`src/rtl/ps2_player_input_if.sv`:
```
// Player-control bundle produced by the PS/2 receiver: key levels, last scan code and status pulses.
// The receiver drives the bundle through master; the game top level reads it through slave.
interface ps2_player_input_if;
    logic [3:0] player_1_move_o;
    logic [3:0] player_2_move_o;
    logic       player_1_shoot_o;
    logic       player_2_shoot_o;
    logic [7:0] scan_code_o;
    logic       scan_valid_o;
    logic       frame_error_o;

    modport master (
        output player_1_move_o, player_2_move_o, player_1_shoot_o, player_2_shoot_o,
               scan_code_o, scan_valid_o, frame_error_o
    );
    modport slave (
        input  player_1_move_o, player_2_move_o, player_1_shoot_o, player_2_shoot_o,
               scan_code_o, scan_valid_o, frame_error_o
    );
endinterface

```
`src/rtl/ps2_player_input.sv`:
```
// PS/2 keyboard receiver with E0/F0 prefix decoding into held-key levels for both tank players.
// Single clk_i domain; ps2 lines are synchronised, and ps2_clk is deglitched before edge detection.
module ps2_player_input #(
    parameter int FILTER_LEN     = 4,
    parameter int TIMEOUT_CYCLES = 25000
) (
    input  logic                       clk_i,
    input  logic                       reset_ni,
    input  logic                       ps2_clk_i,
    input  logic                       ps2_data_i,
    ps2_player_input_if.master         player_if
);

    localparam int FILT_W = (FILTER_LEN > 1) ? $clog2(FILTER_LEN) : 1;
    localparam int TO_W   = (TIMEOUT_CYCLES > 1) ? $clog2(TIMEOUT_CYCLES) : 1;

    typedef enum logic [1:0] {
        S_IDLE,
        S_DATA,
        S_PARITY,
        S_STOP
    } rx_state_e;

    // Synchronisers idle high so reset release never looks like a start edge.
    logic              clk_s1_q, clk_s2_q, data_s1_q, data_s2_q;
    logic              clk_filt_q;
    logic [FILT_W-1:0] filt_cnt_q;
    logic              filt_accept, strobe;

    // NOTE: every clocked register uses <= so all flops see pre-edge values regardless of statement order.
    always_ff @(posedge clk_i) begin
        if (!reset_ni) begin
            clk_s1_q  <= 1'b1;
            clk_s2_q  <= 1'b1;
            data_s1_q <= 1'b1;
            data_s2_q <= 1'b1;
        end else begin
            clk_s1_q  <= ps2_clk_i;
            clk_s2_q  <= clk_s1_q;
            data_s1_q <= ps2_data_i;
            data_s2_q <= data_s1_q;
        end
    end

    assign filt_accept = (clk_s2_q != clk_filt_q) && (filt_cnt_q == FILT_W'(FILTER_LEN - 1));
    assign strobe      = filt_accept && clk_filt_q;

    always_ff @(posedge clk_i) begin
        if (!reset_ni) begin
            clk_filt_q <= 1'b1;
            filt_cnt_q <= '0;
        end else if (clk_s2_q == clk_filt_q) begin
            filt_cnt_q <= '0;
        end else if (filt_accept) begin
            clk_filt_q <= clk_s2_q;
            filt_cnt_q <= '0;
        end else begin
            filt_cnt_q <= filt_cnt_q + 1'b1;
        end
    end

    rx_state_e       state_q;
    logic [7:0]      shift_q;
    logic [2:0]      bit_cnt_q;
    logic            parity_q;
    logic [TO_W-1:0] timeout_q;
    logic [7:0]      scan_code_q;
    logic            scan_valid_q, frame_error_q;

    always_ff @(posedge clk_i) begin
        if (!reset_ni) begin
            state_q       <= S_IDLE;
            shift_q       <= '0;
            bit_cnt_q     <= '0;
            parity_q      <= 1'b0;
            timeout_q     <= '0;
            scan_code_q   <= '0;
            scan_valid_q  <= 1'b0;
            frame_error_q <= 1'b0;
        end else begin
            scan_valid_q  <= 1'b0;
            frame_error_q <= 1'b0;
            if (state_q == S_IDLE || strobe) begin
                timeout_q <= '0;
            end else if (timeout_q == TO_W'(TIMEOUT_CYCLES - 1)) begin
                // Partial frame abandoned; any pending prefix flags survive in the decoder.
                state_q   <= S_IDLE;
                timeout_q <= '0;
            end else begin
                timeout_q <= timeout_q + 1'b1;
            end

            if (strobe) begin
                unique case (state_q)
                    S_IDLE: begin
                        bit_cnt_q <= '0;
                        if (!data_s2_q) state_q <= S_DATA;
                    end
                    S_DATA: begin
                        shift_q   <= {data_s2_q, shift_q[7:1]};
                        bit_cnt_q <= bit_cnt_q + 1'b1;
                        if (bit_cnt_q == 3'd7) state_q <= S_PARITY;
                    end
                    S_PARITY: begin
                        parity_q <= data_s2_q;
                        state_q  <= S_STOP;
                    end
                    S_STOP: begin
                        if (data_s2_q && (^{shift_q, parity_q})) begin
                            scan_valid_q <= 1'b1;
                            scan_code_q  <= shift_q;
                        end else begin
                            frame_error_q <= 1'b1;
                        end
                        state_q <= S_IDLE;
                    end
                    default: state_q <= S_IDLE;
                endcase
            end
        end
    end

    logic [3:0] p1_move_q, p1_move_d, p2_move_q, p2_move_d;
    logic       p1_shoot_q, p1_shoot_d, p2_shoot_q, p2_shoot_d;
    logic       ext_q, ext_d, brk_q, brk_d;

    // NOTE: each always_comb output is given a default first so no path leaves it unassigned (no latch).
    always_comb begin
        p1_move_d  = p1_move_q;
        p2_move_d  = p2_move_q;
        p1_shoot_d = p1_shoot_q;
        p2_shoot_d = p2_shoot_q;
        ext_d      = ext_q;
        brk_d      = brk_q;
        if (scan_valid_q) begin
            unique case (scan_code_q)
                8'hE0: ext_d = 1'b1;
                8'hF0: brk_d = 1'b1;
                default: begin
                    if (!ext_q) begin
                        case (scan_code_q)
                            8'h1B: p1_move_d[0] = ~brk_q;
                            8'h1D: p1_move_d[1] = ~brk_q;
                            8'h1C: p1_move_d[2] = ~brk_q;
                            8'h23: p1_move_d[3] = ~brk_q;
                            8'h29: p1_shoot_d   = ~brk_q;
                            8'h5A: p2_shoot_d   = ~brk_q;
                            default: ;
                        endcase
                    end else begin
                        case (scan_code_q)
                            8'h72: p2_move_d[0] = ~brk_q;
                            8'h75: p2_move_d[1] = ~brk_q;
                            8'h6B: p2_move_d[2] = ~brk_q;
                            8'h74: p2_move_d[3] = ~brk_q;
                            default: ;
                        endcase
                    end
                    ext_d = 1'b0;
                    brk_d = 1'b0;
                end
            endcase
        end
    end

    always_ff @(posedge clk_i) begin
        if (!reset_ni) begin
            p1_move_q  <= '0;
            p2_move_q  <= '0;
            p1_shoot_q <= 1'b0;
            p2_shoot_q <= 1'b0;
            ext_q      <= 1'b0;
            brk_q      <= 1'b0;
        end else begin
            p1_move_q  <= p1_move_d;
            p2_move_q  <= p2_move_d;
            p1_shoot_q <= p1_shoot_d;
            p2_shoot_q <= p2_shoot_d;
            ext_q      <= ext_d;
            brk_q      <= brk_d;
        end
    end

    assign player_if.player_1_move_o  = p1_move_q;
    assign player_if.player_2_move_o  = p2_move_q;
    assign player_if.player_1_shoot_o = p1_shoot_q;
    assign player_if.player_2_shoot_o = p2_shoot_q;
    assign player_if.scan_code_o      = scan_code_q;
    assign player_if.scan_valid_o     = scan_valid_q;
    assign player_if.frame_error_o    = frame_error_q;

endmodule

```
`src/flat_wrapper.sv`:
```
// flat-port wrapper written by rule: the top's interface ports become plain ports
module ps2_player_input_flat 
#(
    parameter int FILTER_LEN     = 4,
    parameter int TIMEOUT_CYCLES = 25000
)
  (clk_i, reset_ni, ps2_clk_i, ps2_data_i, player_if_player_1_move_o, player_if_player_2_move_o, player_if_player_1_shoot_o, player_if_player_2_shoot_o, player_if_scan_code_o, player_if_scan_valid_o, player_if_frame_error_o);
  ps2_player_input_if player_if_i ();
  input  logic clk_i;
  input  logic reset_ni;
  input  logic ps2_clk_i;
  input  logic ps2_data_i;
  output wire logic [$bits(player_if_i.player_1_move_o)-1:0] player_if_player_1_move_o;
  output wire logic [$bits(player_if_i.player_2_move_o)-1:0] player_if_player_2_move_o;
  output wire logic [$bits(player_if_i.player_1_shoot_o)-1:0] player_if_player_1_shoot_o;
  output wire logic [$bits(player_if_i.player_2_shoot_o)-1:0] player_if_player_2_shoot_o;
  output wire logic [$bits(player_if_i.scan_code_o)-1:0] player_if_scan_code_o;
  output wire logic [$bits(player_if_i.scan_valid_o)-1:0] player_if_scan_valid_o;
  output wire logic [$bits(player_if_i.frame_error_o)-1:0] player_if_frame_error_o;
  assign player_if_player_1_move_o = player_if_i.player_1_move_o;
  assign player_if_player_2_move_o = player_if_i.player_2_move_o;
  assign player_if_player_1_shoot_o = player_if_i.player_1_shoot_o;
  assign player_if_player_2_shoot_o = player_if_i.player_2_shoot_o;
  assign player_if_scan_code_o = player_if_i.scan_code_o;
  assign player_if_scan_valid_o = player_if_i.scan_valid_o;
  assign player_if_frame_error_o = player_if_i.frame_error_o;
  ps2_player_input #(.FILTER_LEN(FILTER_LEN), .TIMEOUT_CYCLES(TIMEOUT_CYCLES)) u_core (.clk_i(clk_i), .reset_ni(reset_ni), .ps2_clk_i(ps2_clk_i), .ps2_data_i(ps2_data_i), .player_if(player_if_i));
endmodule
```
`config.mk`:
```
export PLATFORM = sky130hd
export DESIGN_NAME = ps2_player_input_flat
export DESIGN_NICKNAME = d
export VERILOG_FILES = /design/src/rtl/ps2_player_input_if.sv /design/src/rtl/ps2_player_input.sv /design/src/flat_wrapper.sv
export SDC_FILE = /design/constraint.sdc
export NUM_CORES = 1
export LEC_CHECK = 0
export CORE_MARGIN = 4
export CORE_UTILIZATION = 51
export DETAILED_ROUTE_END_ITERATION = 8
export MAX_ROUTING_LAYER = met4
export PLACE_DENSITY = 0.77
export SKIP_CTS_REPAIR_TIMING = 1
export SLEW_MARGIN = 20
export SYNTH_ARGS = -nofsm -noshare
export SYNTH_HDL_FRONTEND = slang
export SYNTH_SLANG_ARGS = --single-unit
export TNS_END_PERCENT = 20
```
`constraint.sdc`:
```
create_clock -name clk_i -period 1.5 [get_ports clk_i]
set_input_delay 0.3 -clock clk_i [delete_from_list [all_inputs] [get_ports clk_i]]
set_output_delay 0.3 -clock clk_i [all_outputs]
set_load 0.01 [all_outputs]
```
# After elaboration in Yosys (flattened, before gate mapping)
# Cells that the tools add are included.
word_totals:
  wordCells: 95
  register_bits: 58
op_classes:
  add_sub_neg: 3
  n_eq_ne: 20
  n_reduce_logical: 28
  bitwise: 7
  muxes: 11
ops:
  columns: ["operator", "count"]
  rows:
  - ["equality test 8 x 7 -> 1 bit (second input constant)", 5]
  - ["AND reduction 4 bit", 10]
  - ["equality test 8 x 5 -> 1 bit (second input constant)", 3]
  - ["equality test 8 x 6 -> 1 bit (second input constant)", 2]
  - ["equality test 8 bit (second input constant)", 2]
  - ["adder 15 x 1 -> 15 bit (second input constant)", 1]
  - ["equality test 15 bit (second input constant)", 1]
  - ["AND reduction 2 bit", 6]
  - ["2-to-1 mux 2 bit", 5]
  - ["XOR reduction 9 bit", 1]
  - ["one-hot mux 2 bit (4 select lines)", 1]
  - ["inverter 1 bit", 7]
  - ["equality test 2 bit (second input constant)", 3]
  - ["one-hot mux 3 bit (2 select lines)", 1]
  - ["AND reduction 3 bit", 2]
  - ["OR reduction 3 bit", 2]
  - ["one-hot mux 1 bit (2 select lines)", 2]
  - ["adder 3 x 1 -> 3 bit (second input constant)", 1]
  - ["equality test 3 bit (second input constant)", 1]
  - ["logical AND 1 bit", 3]
  - ["adder 2 x 1 -> 2 bit (second input constant)", 1]
  - ["equality test 2 x 1 -> 1 bit (second input constant)", 1]
  - ["zero test 2 bit", 1]
  - ["2-to-1 mux 1 bit", 2]
  - ["other kinds (5)", 5]

# Depth between registers and ports, before layout
depth:
  ltp_word: 8
  mapped_depth: 6

# Worst setup path before layout
# Ideal clock, no wire load.
synth_path:
  path_type: "reg-to-reg"
  start: "register u_core.scan_code_q[0] (netlist: u_core.player_if.scan_code_o[0])"
  end: "register u_core.p1_shoot_q (netlist: u_core.player_if.player_1_shoot_o)"
  t_required_ns: 1.384
  path_stages_with_launch: 5
  arrival_ns: 1.513
  period_less_slack_ns: 1.629
  path_buffers: 0
  setup_ns: 0.116
  path_slack_ns: -0.129
  cell_sequence: "dfxtp_1 or4b_1 nor4_2 mux2i_1 nor2b_1"
synth_via:
  elab_chain_cells: 4
synth_rtl:
  columns: ["item", "line", "rtl"]
  rows:
  - ["start, declared", "ps2_player_input.sv:67", "logic [7:0] scan_code_q;"]
  - ["start signal, assigned", "ps2_player_input.sv:111", "scan_code_q <= shift_q;"]
  - ["equality test 8 bit", "ps2_player_input.sv:136", "unique case (scan_code_q)"]
  - ["OR reduction 2 bit (no source line)", null, null]
  - ["inverter 1 bit (no source line)", null, null]
  - ["AND reduction 4 bit (no source line) *", null, null]
  - ["end signal, assigned", "ps2_player_input.sv:177", "p1_shoot_q <= p1_shoot_d;"]
  - ["end, declared", "ps2_player_input.sv:124", "logic p1_shoot_q, p1_shoot_d, p2_shoot_q, p2_shoot_d;"]
# Mark *: on every way between the ends. The rest lies on a longest branch, timed or not.
# A chain may end at the register's enable or synchronous reset.

# Worst setup path after layout
layout_path:
  start: "register u_core.shift_q[6]"
  end: "register u_core.scan_code_q[2] (netlist: u_core.player_if.scan_code_o[2])"
layout_via:
  elab_chain_cells: 3
layout_rtl:
  columns: ["item", "line", "rtl"]
  rows:
  - ["start, declared", "ps2_player_input.sv:63", "logic [7:0] shift_q;"]
  - ["start signal, assigned", "ps2_player_input.sv:100", "shift_q <= {data_s2_q, shift_q[7:1]};"]
  - ["XOR reduction 9 bit", "ps2_player_input.sv:109", "if (data_s2_q && (^{shift_q, parity_q})) begin"]
  - ["logical AND 1 bit", "ps2_player_input.sv:109", null]
  - ["AND reduction 3 bit (no source line)", null, null]
# No other way between the ends.

==> summary.md <==
| Metric | Value |
|---|---|
| Failing checks | setup timing |
| Vias in the first global route | 2,091 |
| First-pass DRT Iterations | 4 |
| Die extent in y | 78.7 um |
| Yosys cell types | 43 |
| Layout area overhead | 36.7% |
| Slowest cell on crit path | xnor3_1 |
| Initial antenna violation count | 0 |
| Port Buffer Count | 23 |
| Routed length per instance | 13.6 um |
| Tot GR Track Use | 20.3% |
| Pwr per Cell Area | 840 nW/um^2 |
| Ant. Diodes | 0 |
| First DRT Iteration DRCs | 177 |
| Slew HR | 73.2% |
| Die area | 6190 sq um |
| Tmin final | 1.59 ns |
| Max Cap Viol | 0 |
| CORE AREA | 4790 sq um |
| Worst Path Required | 1.76 ns |
| Die width | 78.7 um |
| Status | finished with violations |
| Async set-or-reset flop fraction in the synthesized netlist | 0% |
| Synth top cells by count | dfxtp_1, nand2_1, nand3_1 |
| Largest net degree at the start of global routing | 18 |
| Count leader, synth | dfxtp_1 |
| H-tree levels | 3 |
| DR vias/cell | 5.41 |
| CP Max Fanout | 8 |
| Fin. max-slew vios | 0 |
| Post-synth EDFFs | 0 |
| Measured slew at the worst slew-check pin | 0.402 ns |
| Mean post-synth cell area | 9.20 sq um |
| Reg2Reg Setup Slack | -0.09 ns |
| Yosys reg bits | 58 |
| Setup ws final | -0.0886 ns |
| Num CTS Buffers | 9 |
| TritonCTS clock tree | yes |
| Clk_lat worst skew | 0.34 ns |
| Post-Synthesis Cells | 277 |
| Fmax | 0.629 GHz |
| CP arrival | 1.85 ns |
| Critical path, cell by cell | xnor3_1, nand4b_1, mux2i_4, buf_12, mux2i_1 |
| Pre-CTS setup slack | -0.101 ns |
| Min Hold Slack | 0.411 ns |
| Via Count | 2,228 |
| Fill cells | 341 |
| Final Power | 2.92 mW |
| GP Congestion | 0.874 |
| Clock slew at reported path FFs | 0.06 ns |
| Synth warn | 0 |
| CP Capture Type | flop |
| WL final | 5620 um |
| Peak supply drop | 898 uV |
| Critical setup path kind | reg2reg |
| Unrepaired setup endpoints after global routing | true |
| CP Launch Type | flop |
| Syn_nets | 285 |
| Initial Util | 53.2% |
| Seq/Total Area, Yosys | 45.6% |
| Synth area leaders | dfxtp_1, nand2_1, mux2i_1 |
| Share of layout cells above drive strength 1 | 25.8% |
| Layout net count | 348 |
| Fin. Hold Viols | 0 |
| Clk buf depth | 2 |
| Io pins | 24 |
| Area occupied by multi-input gates | 1380 sq um |
| Antenna Nets Post-Route | 0 |
| Max stage delay on crit path | 0.42 ns |
| Global-route wire length before repair | 9560 um |
| Final HPWL DP | 3900 um |
| Pleak | 1.70 nW |
| Yosys top cell area share | 45.6% |
| Setup TNS | -0.679 ns |
| Root Driver | clkbuf_8 |
| FF+latch area | 1180 sq um |
| DR DRC count | 0 |
| # rows | 25 |
| Netlist Area Pre-Place | 2550 sq um |
| GR Overflow Total | 0 |
| Min-Delay Path Class | reg2reg |
| Post-route clock period utilization | 106% |
| Post-synth top area cell | dfxtp_1 |
| Final setup violation count | 11 |
| CTS sink cnt | 58 |
| Synth Flop Type | dfxtp_1 |
| Setup Skew | 0.00505 ns |
sequential cells by signal, summed over array words and instances (netlist names), 2 cells and up:
signal / flops
u_core.shift_q: 8
u_core.filt_cnt_q: 2
u_core.player_if.scan_code_o: 8
u_core.timeout_q: 15
u_core.player_if.player_2_move_o: 4
u_core.player_if.player_1_move_o: 4
u_core.bit_cnt_q: 3
u_core.state_q: 2
worst paths after layout:
path                     start                         endpoint  cells after the start
max reg2reg  u_core.shift_q[6]  u_core.player_if.scan_code_o[2]                      5
max          u_core.shift_q[6]  u_core.player_if.scan_code_o[2]                      5
min reg2reg    u_core.clk_s1_q                  u_core.clk_s2_q                      1
min            u_core.clk_s1_q                  u_core.clk_s2_q                      1
where the power goes:
part	switching (mW)	total (mW)	leakage [nW]	internal [mW]
Sequential	0.00396	1.55	0.476	1.54
Clock	0.592	1.32	0.0965	0.730
Combinational	0.0268	0.0533	1.12	0.0265
worst max-delay path, delay by kind of cell (launching register included):
kind | cells | cell delay, ns
flip-flops | 1 | 0.32
buffers and inverters | 1 | 0.16
AND/OR/NAND/NOR | 1 | 0.24
multiplexers | 2 | 0.38
XOR/XNOR | 1 | 0.42
routing by layer:
| layer | track usage [%] | share of wire, % | vias to the layer above |
|---|---|---|---|
| met5 | - | 0 | - |
| met4 | 11.4 | 2.1 | 0 |
| met3 | 4.70 | 4.8 | 11 |
| met2 | 30.6 | 47 | 55 |
| met1 | 25.0 | 46 | 1051 |
| li1 | - | - | 1111 |
cell families after synthesis:
family / share of synthesized area [%]
buf+inv: 3.09
fa+ha+maj: 1.96
compound gates: 8.99
simple gates: 27.4
flops: 45.6
mux: 5.65
xor+xnor: 7.32
placed cells by master, fill, tap and decap left out, types with 3 or more instances in the layout:
| master | synthesis | layout |
|---|---|---|
| dfxtp_1 | 58 | 43 |
| buf_4 | 0 | 38 |
| nand2_1 | 37 | 36 |
| dlymetal6s2s_1 | 0 | 20 |
| nand3_1 | 19 | 18 |
| nor2_1 | 18 | 18 |
| a21oi_1 | 18 | 18 |
| dfxtp_2 | 0 | 14 |
| clkbuf_8 | 0 | 12 |
| xor2_1 | 12 | 11 |
| mux2i_1 | 11 | 11 |
| nand3b_1 | 8 | 8 |
| o211a_1 | 8 | 8 |
| nand4_1 | 7 | 7 |
| inv_1 | 6 | 6 |
| nand2b_1 | 6 | 6 |
| nor4_1 | 8 | 5 |
| xnor2_1 | 4 | 4 |
| o21ai_0 | 4 | 4 |
| nor3_2 | 0 | 4 |
| nor4_2 | 1 | 3 |
| and3_1 | 3 | 3 |
| ha_1 | 4 | 3 |
| clkdlybuf4s50_1 | 0 | 3 |
metrics by stage:
stage / cells / utilization (%) / instance area [sq um]
floorplan: 277 / - / 2560
global route: 412 / 72.8 / 3480
global placement: 395 / 65.8 / 3150
detailed placement: 395 / 65.8 / 3150
CTS: 411 / 69.6 / 3330
finish: 412 / 72.8 / 3480
area by class of cell:
cell class / instances / share of cell area (%)
Multi-Input combinational cell: 199 / 39.6
Tap cell: 67 / 2.41
Timing Repair Buffer: 65 / 18.0
Sequential cell: 58 / 34.0
Clock buffer: 14 / 4.96
Inverter: 7 / 0.755
Clock inverter: 2 / 0.287
(Power assumes the default switching activity.)
==> patch, RTL diff (same flow settings) <==
Encoding of `rx_state_e`: now Gray code (2 bits for 4 states).
--- a/src/rtl/ps2_player_input.sv
+++ b/src/rtl/ps2_player_input.sv
@@ -17,6 +17,6 @@
     typedef enum logic [1:0] {
-        S_IDLE,
-        S_DATA,
-        S_PARITY,
-        S_STOP
+        S_IDLE   = 2'b00,
+        S_DATA   = 2'b01,
+        S_PARITY = 2'b11,
+        S_STOP   = 2'b10
     } rx_state_e;
Function: same outputs for any inputs over 10 cycles, from zero or initial values and one cycle with reset_ni low; not proved beyond that.
==> patch against the unedited design <==
  * Sequential power hardly changed
  * Via count is 3.2% higher
  * Sequential share of layout area is 1.8 points lower
  * Combinational power is 3% higher
  * Maximum frequency is 15% lower
  * Critical endpoint unchanged
  * Worst hold slack worse by 0.0054 ns
  * Routed wire length is 5.2% higher
  * Power is 3.9% lower
  * Area after synthesis is 1.4% higher
  * Highest routed layer unchanged
  * The run still ends with setup timing left
  * Sequential cell count stayed put
  * Clock power is 8% lower
  * Worst setup slack worse by 0.28 ns
  * Cell area is 4.6% higher
  * First-iteration DRC count is 29% lower
==> patch: results (changes against the unedited design) <==
failing checks setup timing (unchanged); maximum number of pins on one net before global-route repair 26 (was 18); Fillers 350 (was 341); hold path startpoint u_core.data_s1_q (was u_core.clk_s1_q); max incr delay on CP 0.51 ns (was 0.42 ns); critical path's top delay family simple AND/OR/NAND/NOR gates (was XOR/XNOR gates); routability cong. 0.855 (was 0.874); M2 GR Usage 34.1% (was 30.6%); Setup Viol. Count Final 14 (was 11); fraction of layout cells with a size suffix above 1 28.6% (was 25.8%); synth cell count leaders dfxtp_1, nand2_1, nor2_1 (was dfxtp_1, nand2_1, nand3_1); syn avg cell area 9.26 um^2 (was 9.20 um^2); fin worst setup slack -0.372 ns (was -0.0886 ns); sw power 571 uW (was 623 uW); WL per Instance 13.8 um (was 13.6 um); GR Util met3 4.65% (was 4.70%); Worst-Margin Slew 0.401 ns (was 0.402 ns); Synth area leaders dfxtp_1, nand2_1, mux2i_1 (unchanged); status complete, but fails checks (unchanged); Worst Clk Skew 0.00530 ns (was 0.00505 ns); dpl cells 414 (was 395); Total Routing Usage GR 21.1% (was 20.3%); CP arrival 2.11 ns (was 1.85 ns); adder-cell share of the synthesized area 1.94% (was 1.96%); mux share of post-synthesis cell area 5.14% (was 5.65%)
[patch: cell count changes in the layout (fill, tap and decap cells not counted), moves of 5 or more]
cell	change
a21boi_0	+10
a21oi_1	-14
buf_4	+11
dfxtp_1	+6
dfxtp_2	-5
nand2_1	+5
nor2_1	-6
nor2_2	+7
xnor2_1	+6
xor2_1	-6
[patch: per-stage QoR]
| stage | hold WS (ns) | instance area [um^2] | setup TNS, ns | worst slack [ns] | power [uW] |
|---|---|---|---|---|---|
| 6_report | 0.406 | 3640 | -3.16 | -0.372 | 2810 |
| 5_1_grt | 0.425 | 3640 | -4.55 | -0.435 | 2920 |
| 4_1_cts | 0.407 | 3460 | -5.52 | -0.380 | 2840 |
| 3_5_place_dp | 0.392 | 3300 | -3.28 | -0.330 | 1640 |
| 3_3_place_gp | 0.388 | 3300 | -2.31 | -0.250 | 1630 |
| 2_1_floorplan | 0.386 | 2590 | -3.60 | -0.338 | 1610 |
[patch: logic make-up (layout without fill, tap and decap cells)]
| logic type | count (synthesis) | after routing |
|---|---|---|
| AOI/OAI and AO/OA | 39 | 39 |
| xor gates and xnor gates | 18 | 18 |
| muxes | 12 | 12 |
| and+or+nand+nor | 132 | 132 |
| DFF | 58 | 58 |
| adders and majority gates | 4 | 4 |
| buffers and inverters | 16 | 97 |
[patch: area by class of cell]
class | instances | area share, %
Multi-Input combinational cell | 205 | 40.4
Sequential cell | 58 | 32.2
Timing Repair Buffer | 79 | 20.2
Clock buffer | 13 | 4.36
Tap cell | 67 | 2.30
Inverter | 5 | 0.515
[patch: power groups by stage]
stage	registers [uW]	logic (uW)	clock network, uW
floorplan	1580	26.8	0
finish	1550	54.9	1210
CTS	1550	53.7	1230
global route	1550	60.2	1310
detailed placement	1580	53.5	0
global placement	1580	52.8	0
